`src/rtl/mont_pre_scale_pkg.sv`:
```
// Shared definitions for the Montgomery-domain pre-scaler: iteration count helpers
// and the sequencing FSM encoding.
package mont_pre_scale_pkg;

  localparam int W_SIZE_DEF   = 16;
  localparam int L_STAGES_DEF = 2;

  function automatic int calc_k(input int w_size, input int l_stages);
    return w_size * l_stages;
  endfunction

  // Counter must be able to hold K itself (value left behind in DONE).
  function automatic int calc_cnt_w(input int k);
    return $clog2(k + 1);
  endfunction

  localparam int K     = calc_k(W_SIZE_DEF, L_STAGES_DEF);
  localparam int CNT_W = calc_cnt_w(K);

  typedef enum logic [1:0] {
    ST_IDLE = 2'd0,
    ST_RUN  = 2'd1,
    ST_DONE = 2'd2
  } state_e;

endpackage

```
`src/rtl/mont_pre_scale_dbl_step.sv`:
```
// Combinational modular doubling: y = (2x >= q) ? 2x - q : 2x, valid for x < q.
module mod_dbl_step #(
  parameter int DATA_SIZE = 32
) (
  input  logic [DATA_SIZE-1:0] x_i,
  input  logic [DATA_SIZE-1:0] q_i,
  output logic [DATA_SIZE-1:0] y_o
);

  logic [DATA_SIZE:0] t;
  logic               sub;

  assign t   = {x_i, 1'b0};
  assign sub = (t >= {1'b0, q_i});
  // When sub is set and x < q, 2x - q < q fits in DATA_SIZE bits, so the low-bit
  // difference is exact; when clear, t < q and its top bit is zero.
  assign y_o = sub ? (t[DATA_SIZE-1:0] - q_i) : t[DATA_SIZE-1:0];

endmodule

```
`src/rtl/mont_pre_scale.sv`:
```
// Bit-serial pre-scaler: out = a * 2^(W_SIZE*L_STAGES) mod q, one modular doubling per cycle.
//   state | meaning
//   IDLE  | ready for a coefficient, in_ready=1
//   RUN   | K doubling steps in progress
//   DONE  | result held on out_data until consumed
module mont_pre_scale
  import mont_pre_scale_pkg::*;
#(
  parameter int DATA_SIZE = 32,
  parameter int W_SIZE    = W_SIZE_DEF,
  parameter int L_STAGES  = L_STAGES_DEF
) (
  input  logic                 clk,
  input  logic                 rst_n,
  input  logic [DATA_SIZE-1:0] q,
  input  logic [DATA_SIZE-1:0] in_data,
  input  logic                 in_valid,
  output logic                 in_ready,
  output logic [DATA_SIZE-1:0] out_data,
  output logic                 out_valid,
  input  logic                 out_ready
);

  localparam int                M_K      = calc_k(W_SIZE, L_STAGES);
  localparam int                M_CNT_W  = calc_cnt_w(M_K);
  localparam logic [M_CNT_W-1:0] CNT_LAST = M_CNT_W'(M_K - 1);

  state_e               state_q, state_d;
  logic [M_CNT_W-1:0]   cnt_q, cnt_d;
  logic [DATA_SIZE-1:0] x_q, x_d;
  logic [DATA_SIZE-1:0] q_r_q, q_r_d;
  logic [DATA_SIZE-1:0] step_y;

  mod_dbl_step #(.DATA_SIZE(DATA_SIZE)) u_step (
    .x_i (x_q),
    .q_i (q_r_q),
    .y_o (step_y)
  );

  always_comb begin
    state_d   = state_q;
    cnt_d     = cnt_q;
    x_d       = x_q;
    q_r_d     = q_r_q;
    in_ready  = 1'b0;
    out_valid = 1'b0;
    case (state_q)
      ST_IDLE: begin
        in_ready = 1'b1;
        if (in_valid) begin
          state_d = ST_RUN;
          q_r_d   = q;
          cnt_d   = '0;
          // Inputs may be up to 2q-1; bring them below q before doubling.
          x_d     = (in_data >= q) ? (in_data - q) : in_data;
        end
      end
      ST_RUN: begin
        x_d   = step_y;
        cnt_d = cnt_q + 1'b1;
        if (cnt_q == CNT_LAST) state_d = ST_DONE;
      end
      ST_DONE: begin
        out_valid = 1'b1;
        if (out_ready) state_d = ST_IDLE;
      end
      default: state_d = ST_IDLE;
    endcase
  end

  always_ff @(posedge clk or negedge rst_n) begin
    if (!rst_n) begin
      state_q <= ST_IDLE;
      cnt_q   <= '0;
      x_q     <= '0;
      q_r_q   <= '0;
    end else begin
      state_q <= state_d;
      cnt_q   <= cnt_d;
      x_q     <= x_d;
      q_r_q   <= q_r_d;
    end
  end

  assign out_data = x_q;

endmodule

```
`config.mk`:
```
export PLATFORM = sky130hd
export DESIGN_NAME = mont_pre_scale
export DESIGN_NICKNAME = d
export VERILOG_FILES = /design/src/rtl/mont_pre_scale_pkg.sv /design/src/rtl/mont_pre_scale_dbl_step.sv /design/src/rtl/mont_pre_scale.sv
export SDC_FILE = /design/constraint.sdc
export NUM_CORES = 1
export LEC_CHECK = 0
export CAP_MARGIN = 10
export CORE_UTILIZATION = 45
export CTS_CLUSTER_DIAMETER = 100
export DETAILED_ROUTE_END_ITERATION = 12
export PLACE_DENSITY = 0.79
export SYNTH_ARGS = -nofsm -noshare
export SYNTH_HDL_FRONTEND = slang
export SYNTH_HIERARCHICAL = 1
export SYNTH_SLANG_ARGS = --single-unit
export TNS_END_PERCENT = 50
```
`constraint.sdc`:
```
create_clock -name clk -period 4.47 [get_ports clk]
set_clock_uncertainty 0.05 [all_clocks]
set_input_delay 1.341 -clock clk [delete_from_list [all_inputs] [get_ports clk]]
set_output_delay 1.341 -clock clk [all_outputs]
set_load 0.005 [all_outputs]
```
==> Implementation_results.wiki, run 1 <==
{| class="wikitable"
! Metric !! Value
|-
| Critical path class || input pin to flip-flop
|-
| Maximum fanout along the worst path || 8
|-
| Design Area, Final || 8890 um2
|-
| Worst Max-Slew Pin Slew || between 700 and 800 ps
|-
| Cell with the most instances after synthesis || sky130_fd_sc_hd__nand2_1
|-
| Buffer depth of the longest clock path || 2
|-
| Top cells by instance count after synthesis || 130 x sky130_fd_sc_hd__nand2_1, 93 x sky130_fd_sc_hd__o21ai_0, 88 x sky130_fd_sc_hd__inv_1, 72 x sky130_fd_sc_hd__dfrtp_1, 65 x sky130_fd_sc_hd__ha_1
|-
| Die Area || around 17000 um2
|-
| Count of hold buffers inserted by post-cts repair || 0
|-
| Count of flip-flops with a built-in enable after synthesis || 0
|-
| Tmin final || about 4300 ps
|-
| Wire length reported by the detailed router || about 22000 um
|-
| Number of placed instances with taps included || ~1200
|-
| Initial antenna violation count || 0
|-
| Largest net degree at the start of global routing || just over 50
|-
| Starting Density || 46.7%
|-
| Number of cells produced by synthesis || 934
|-
| Nets in the synthesized netlist || 1069
|-
| Via count || roughly 7300
|-
| Max IR drop VDD || 277 uV
|-
| Die Wd || 129 um
|-
| Sink count of the clock tree || between 70 and 80
|-
| Fraction of the cycle the final worst path needs || a little over nine tenths
|-
| Maximum level of the CTS H-tree || 3
|-
| Synth warnings || 6
|-
| Count of instances resized after the clock tree is built || 0
|-
| Number of nets in the layout || approximately 1200
|-
| Worst-Skew Late Latency || 340 ps
|-
| Post-synthesis area per instance || approximately 7.7 um2
|-
| Share of async-settable or async-resettable flops after synthesis || between 90% and 100%
|-
| Cell taking the most area after synthesis || sky130_fd_sc_hd__dfrtp_1
|-
| Boundary Pins || ~100
|-
| Run status || finished clean
|-
| P_leak || just over 4 nW
|-
| Kind of end point of the critical path || flip-flop
|-
| DP Wirelength || about 18000 um
|-
| Areal power density over the cells || roughly 830 nW/um2
|-
| Post-synth design cell area || a little over 7000 um2
|-
| Antenna violation net count after detailed routing || 0
|-
| Buffer cell driving the clock tree root || sky130_fd_sc_hd__clkbuf_16
|-
| FP Rows || 45
|-
| RSZ-0062 raised after global routing || no
|-
| Primary FF master, synth || sky130_fd_sc_hd__dfrtp_1
|-
| Post-CTS Setup Bufs || 0
|-
| Fraction of the mapped netlist area in compound gates || between 30% and 40%
|-
| Count of inserted antenna diode cells || 0
|-
| CTS tree || built
|-
| Top post-synthesis cells by area || sky130_fd_sc_hd__dfrtp_1 25%, sky130_fd_sc_hd__ha_1 11%, sky130_fd_sc_hd__nand2_1 6.8%
|-
| Count of placed standard cells in the final layout, fillers left out || ~1300
|-
| Part of the Yosys area used for sequential elements || around 25%
|-
| Max-slew violation count || 0
|-
| Vert. Die Dim || 129 um
|-
| Arithmetic-cell share of the synthesized area counting full adders, half adders and majority gates || approximately an eighth
|-
| Final-layout setup total negative slack || 0 ps
|-
| Core footprint || 15400 um2
|-
| Basic-gate share of the synthesized area counting and, or, nand and nor cells || between 15 and 20%
|-
| Total of buffers placed on input and output ports || just over 100
|-
| Xor-xnor portion of the synthesized cell area || about 6%
|-
| RePlAce Congestion || roughly 0.98
|-
| Critical register-to-register path startpoint || out_data[13]
|-
| Number of distinct library cell variants in the gate-level netlist after synthesis || 69
|-
| Total global-route track usage || roughly 27%
|-
| Post-detailed-route DRC marker count || 0
|-
| Maximum capacitance violations || 0
|-
| Number of storage elements in the synthesis netlist || roughly 70
|-
| Fraction of synthesized area in multiplexers || under 10%
|-
| Critical path data arrival time || approximately 4500 ps
|-
| Instance area at placement || between 8000 and 9000 um2
|-
| Average wire per standard cell || 17.4 um
|-
| Via count of the first global-routing pass || 6927
|-
| DRC marker count from the first detailed-route iteration || between 600 and 700
|-
| Area share of the leading cell type in the synthesized netlist || about 25%
|-
| First-pass GRT wire length || roughly 36000 um
|-
| Detailed-routing iteration count for the pre-antenna-repair pass || 5
|-
| Worst slew margin relative to its limit || between 50% and 60%
|-
| TritonCTS Buffers || 9
|-
| Register clock-pin slew on the reported worst setup and hold paths || around 60 ps
|-
| Largest family of logic cells by synthesized area || compound AO/OA/AOI/OAI gates
|-
| Final setup viols || 0
|-
| Launch point of the worst hold path || cnt_q[5]
|-
| Critical Path Start || q[7]
|-
| Global route overflow || 0
|-
| Fmax || around 230 MHz
|-
| Fraction of final layout cells with drive strength greater than 1 || 7.35%
|-
| Area Growth Syn to Fin || 23.3%
|-
| Hold WC Path Type || flip-flop to flip-flop
|-
| Final number of hold-violating endpoints || 0
|-
| Critical path launch point type || input pin
|-
| Via/cell ratio || about 5.8
|-
| WP data required || between 4000 and 5000 ps
|}
## kinds of logic (layout without fill, tap and decap cells)
kind of cell               Yosys count  count (layout)
DFF                                 72              72
buffers and inverters              131             244
muxes                               28              28
and+or+nand+nor                    251             251
adders and majority gates           67              67
xor gates and xnor gates            49              49
AOI/OAI and AO/OA                  336             336
## where the power goes
part	total [mW]	internal (mW)	switching, mW
combinational	5.27	2.34	2.94
clock	0.684	0.404	0.280
sequential	1.39	1.01	0.382
## flip-flops by register name, indices dropped and copies added, names as in the netlist
name	cells
out_data	32
state_q	2
cnt_q	6
q_r_q	32
## metrics by stage
stage	utilization, %	hold slack (ps)	power (mW)	setup WS (ps)
after floorplan	-	386	5.00	540
after global placement	55.8	403	6.44	-82.8
final	57.6	428	7.35	171
after CTS	57.6	427	7.25	191
after detailed placement	55.8	413	6.51	-138
after global routing	57.6	462	8.00	2.30
## layer usage
layer | wire, um | track usage, % | vias to the layer above
li1 | - | - | 3553
met1 | 10200 | 40.1 | 3409
met2 | 9590 | 41.7 | 290
met3 | 1680 | 4.49 | 35
met4 | 411 | 7.75 | 0
met5 | 0 | 0 | -
## cell type report
| class | instances | area (um2) |
|---|---|---|
| fill | 1415 | 6540 |
| inverter | 88 | 330 |
| clock buffer | 11 | 253 |
| clock inverter | 5 | 31.3 |
| timing repair buffer | 140 | 1310 |
| multi-input combinational | 731 | 4900 |
| tap | 211 | 264 |
| sequential | 72 | 1800 |
## worst max-delay path, stage by stage
cell and delay, ps:
sky130_fd_sc_hd__clkdlybuf4s50_1 450, sky130_fd_sc_hd__inv_1 50, sky130_fd_sc_hd__ha_1 300, sky130_fd_sc_hd__a211oi_1 320
sky130_fd_sc_hd__o21ai_0 170, sky130_fd_sc_hd__a21o_1 190, sky130_fd_sc_hd__or2_4 250, sky130_fd_sc_hd__o221ai_4 190
sky130_fd_sc_hd__a2111oi_4 110, sky130_fd_sc_hd__a211oi_2 580, sky130_fd_sc_hd__mux2_2 420, sky130_fd_sc_hd__o21ai_1 130
## cells in the final DEF (no fill, tap or decap), types with 5 or more instances in the layout
cell | Yosys | final
sky130_fd_sc_hd__a211oi_1 | 10 | 10
sky130_fd_sc_hd__o21ai_1 | 28 | 28
sky130_fd_sc_hd__o22ai_1 | 6 | 6
sky130_fd_sc_hd__o31ai_1 | 10 | 10
sky130_fd_sc_hd__o21a_1 | 11 | 11
sky130_fd_sc_hd__a22oi_1 | 21 | 21
sky130_fd_sc_hd__nand4_1 | 9 | 9
sky130_fd_sc_hd__clkbuf_16 | 0 | 9
sky130_fd_sc_hd__buf_4 | 1 | 38
sky130_fd_sc_hd__nand2_1 | 130 | 129
sky130_fd_sc_hd__xor2_1 | 21 | 21
sky130_fd_sc_hd__dfrtp_1 | 72 | 72
sky130_fd_sc_hd__o31a_1 | 5 | 5
sky130_fd_sc_hd__xnor2_1 | 28 | 28
sky130_fd_sc_hd__nor3_1 | 12 | 12
sky130_fd_sc_hd__mux2i_1 | 23 | 22
sky130_fd_sc_hd__a21oi_1 | 58 | 58
sky130_fd_sc_hd__ha_1 | 65 | 65
sky130_fd_sc_hd__and3_1 | 8 | 8
sky130_fd_sc_hd__inv_1 | 88 | 88
sky130_fd_sc_hd__a21o_1 | 32 | 32
sky130_fd_sc_hd__nand3_1 | 16 | 16
sky130_fd_sc_hd__a31oi_1 | 5 | 5
sky130_fd_sc_hd__clkdlybuf4s50_1 | 0 | 100
sky130_fd_sc_hd__nor2_1 | 40 | 40
sky130_fd_sc_hd__o21bai_1 | 9 | 9
sky130_fd_sc_hd__a221o_1 | 5 | 5
sky130_fd_sc_hd__o211ai_1 | 6 | 6
sky130_fd_sc_hd__nand2b_1 | 8 | 8
sky130_fd_sc_hd__and2_1 | 6 | 6
sky130_fd_sc_hd__o21ai_0 | 93 | 93
sky130_fd_sc_hd__nor2b_1 | 9 | 8
## final timing paths
check	end	slack (ps)	cells after the start
worst min register to register	cnt_q[5]	430	1
worst max register to register	out_data[31]	580	14
min in group asynchronous	q_r_q[7]	930	1
max in group asynchronous	cnt_q[0]	2390	2
worst min-delay path	cnt_q[5]	430	1
worst max-delay path	out_data[0]	170	12
Power figures use the tool's default switching activity.
==> inputs of run 2 (changes only) <==
Settings changed: SLEW_MARGIN set to 20.
==> results of run 2 <==
The final DEF is identical to that of run 1; final timing and power are the same.
==> inputs of run 3 (changes only) <==
Settings changed: SETUP_SLACK_MARGIN set to 0.5.
==> Implementation_results.wiki, run 3 (synthesis gave the netlist of run 1 again) <==
{| class="wikitable"
! Metric !! Value
|-
| Area used by sequential logic in the layout || 1800 um2
|-
| Critical path launch point type || input pin
|-
| Maximum capacitance violations || 0
|-
| Areal power density over the cells || around 800 nW/um2
|-
| Multi-input gate area in the final layout || ~5300 um2
|-
| RePlAce Congestion || about 1
|-
| DRC marker count from the first detailed-route iteration || approximately 1000
|-
| Maximum fanout along the worst path || 5
|-
| Fraction of the cycle the final worst path needs || 89.6%
|-
| Final number of hold-violating endpoints || 0
|-
| Vert. Die Dim || around 130 um
|-
| Total global-route track usage || between 20 and 30%
|-
| FP Rows || between 40 and 50
|-
| Buffer cell driving the clock tree root || sky130_fd_sc_hd__clkbuf_16
|-
| Area Growth Syn to Fin || 35.4%
|-
| Fill cells || between 1000 and 1500
|-
| Register clock-pin slew on the reported worst setup and hold paths || 60 ps
|-
| Kind of end point of the critical path || flip-flop
|-
| Core footprint || roughly 15000 um2
|-
| Worst-Skew Late Latency || around 340 ps
|-
| P_leak || 4.52 nW
|-
| Largest net degree at the start of global routing || 51
|-
| Via count || 8050
|-
| Critical Path Start || in_data[0]
|-
| Switching Fraction || roughly half
|-
| Launch point of the worst hold path || cnt_q[5]
|-
| Number of nets in the layout || about 1200
|-
| Hold WC Path Type || flip-flop to flip-flop
|-
| Critical path class || input pin to flip-flop
|-
| Max-slew violation count || 0
|-
| Critical register-to-register path startpoint || out_data[0]
|-
| Clk pwr share || between 8 and 9%
|-
| CTS tree || built
|-
| Average wire per standard cell || around 20 um
|-
| Fmax || between 200 and 250 MHz
|-
| Worst Max-Slew Pin Slew || 794 ps
|-
| Worst slew margin relative to its limit || 47.1%
|-
| Boundary Pins || 102
|-
| Instance area at placement || 8600 um2
|-
| Global route overflow || 0
|-
| Via/cell ratio || ~6.2
|-
| Buffer depth of the longest clock path || 2
|-
| Total of buffers placed on input and output ports || about 100
|-
| Fraction of final layout cells with drive strength greater than 1 || approximately 17%
|-
| Die Wd || 129 um
|-
| Sequential share of power || a little under a fifth
|-
| Detailed-routing iteration count for the pre-antenna-repair pass || 5
|-
| Post-detailed-route DRC marker count || 0
|-
| Final setup viols || 0
|-
| Antenna violation net count after detailed routing || 0
|-
| Design Area, Final || 9760 um2
|-
| Die Area || roughly 17000 um2
|-
| TritonCTS Buffers || 9
|-
| Via count of the first global-routing pass || roughly 7200
|-
| WP data required || 4680 ps
|-
| Initial antenna violation count || 0
|-
| Max IR drop VDD || ~320 uV
|-
| Wire length reported by the detailed router || approximately 26000 um
|-
| Commonest non-fill, non-tap cell in the layout || sky130_fd_sc_hd__nand2_1
|-
| Sink count of the clock tree || 72
|-
| Minimum hold slack || about 430 ps
|-
| Most frequent cells in the layout || 129 x sky130_fd_sc_hd__nand2_1, 88 x sky130_fd_sc_hd__o21ai_0, 72 x sky130_fd_sc_hd__dfrtp_1, 72 x sky130_fd_sc_hd__clkdlybuf4s50_1, 70 x sky130_fd_sc_hd__inv_1
|-
| Worst R2R Setup Slack || between 600 and 700 ps
|-
| Net load switching power || between 3 and 4 mW
|-
| Tmin final || between 4000 and 5000 ps
|-
| Count of inserted antenna diode cells || 0
|-
| Starting Density || a little under half
|-
| Int Pwr || ~3.9 mW
|-
| DP Wirelength || 17600 um
|-
| First-pass GRT wire length || approximately 38000 um
|-
| Critical path data arrival time || about 4200 ps
|-
| Part of the total power dissipated in combinational logic || about 73%
|-
| Maximum level of the CTS H-tree || 3
|-
| Run status || finished clean
|-
| RSZ-0062 raised after global routing || yes
|}
## run 3: worst paths after layout
| kind | endpoint | cells past startpoint |
|---|---|---|
| max in group asynchronous | cnt_q[0] | 2 |
| min in group asynchronous | q_r_q[7] | 1 |
| worst max register to register | out_data[13] | 12 |
| worst max-delay path | out_data[10] | 16 |
| worst min-delay path | cnt_q[5] | 1 |
| worst min register to register | cnt_q[5] | 1 |
## run 3: per-layer routing
| metal | global-route usage [%] | share of wire [%] | wire length (um) | vias up |
|---|---|---|---|---|
| met1 | 41.3 | 41 | 10800 | 3803 |
| met5 | 0 | 0 | 0 | - |
| met3 | 4.28 | 9.8 | 2560 | 79 |
| met4 | 9.90 | 3.2 | 840 | 0 |
| li1 | - | - | - | 3636 |
| met2 | 45.5 | 46 | 11900 | 532 |
## run 3: final cells by class
cell class,instances,area share (%)
Multi-Input combinational cell,731,54.4
Sequential cell,72,18.5
Timing Repair Buffer,183,18.2
Inverter,88,3.41
Tap cell,211,2.70
Clock buffer,11,2.59
Clock inverter,5,0.320
## run 3: repair_timing
item / 4_1_cts / 5_1_grt
pin swaps: 23 / 27
cloned: 3 / 1
buffers inserted: 15 / 24
hold buffers: 0 / 0
endpoints found under the setup margin: 32 / 32
gates resized for setup: 57 / 88
## run 3: stage by stage
stage | power (mW) | worst slack [ps] | setup TNS [ps] | std cells | util, %
3_5_place_dp | 6.51 | -138 | -1390 | 1242 | 55.8
6_report | 7.79 | 464 | 0 | 1301 | 63.3
4_1_cts | 7.36 | 496 | 0 | 1276 | 60.2
2_1_floorplan | 5.00 | 540 | 0 | 934 | -
3_3_place_gp | 6.44 | -82.8 | -602 | 1242 | 55.8
5_1_grt | 8.34 | 387 | 0 | 1301 | 63.3
## run 3: power groups by stage
stage / combinational [mW] / sequential, mW / clock, mW
2_1_floorplan: 3.75 / 1.25 / 0
3_3_place_gp: 5.06 / 1.38 / 0
3_5_place_dp: 5.12 / 1.39 / 0
4_1_cts: 5.29 / 1.38 / 0.688
5_1_grt: 6.19 / 1.43 / 0.721
6_report: 5.68 / 1.41 / 0.693
## run 3: critical path: stages
cell and delay, ps:
sky130_fd_sc_hd__buf_6 100, sky130_fd_sc_hd__inv_4 50, sky130_fd_sc_hd__ha_4 140, sky130_fd_sc_hd__fa_2 240
sky130_fd_sc_hd__nor2b_4 60, sky130_fd_sc_hd__o31a_1 270, sky130_fd_sc_hd__o31a_1 330, sky130_fd_sc_hd__or2_4 280
sky130_fd_sc_hd__o221ai_4 190, sky130_fd_sc_hd__a2111oi_4 110, sky130_fd_sc_hd__a211o_1 330, sky130_fd_sc_hd__buf_6 130
sky130_fd_sc_hd__buf_6 120, sky130_fd_sc_hd__buf_16 140, sky130_fd_sc_hd__mux2i_4 190, sky130_fd_sc_hd__o21ai_2 190
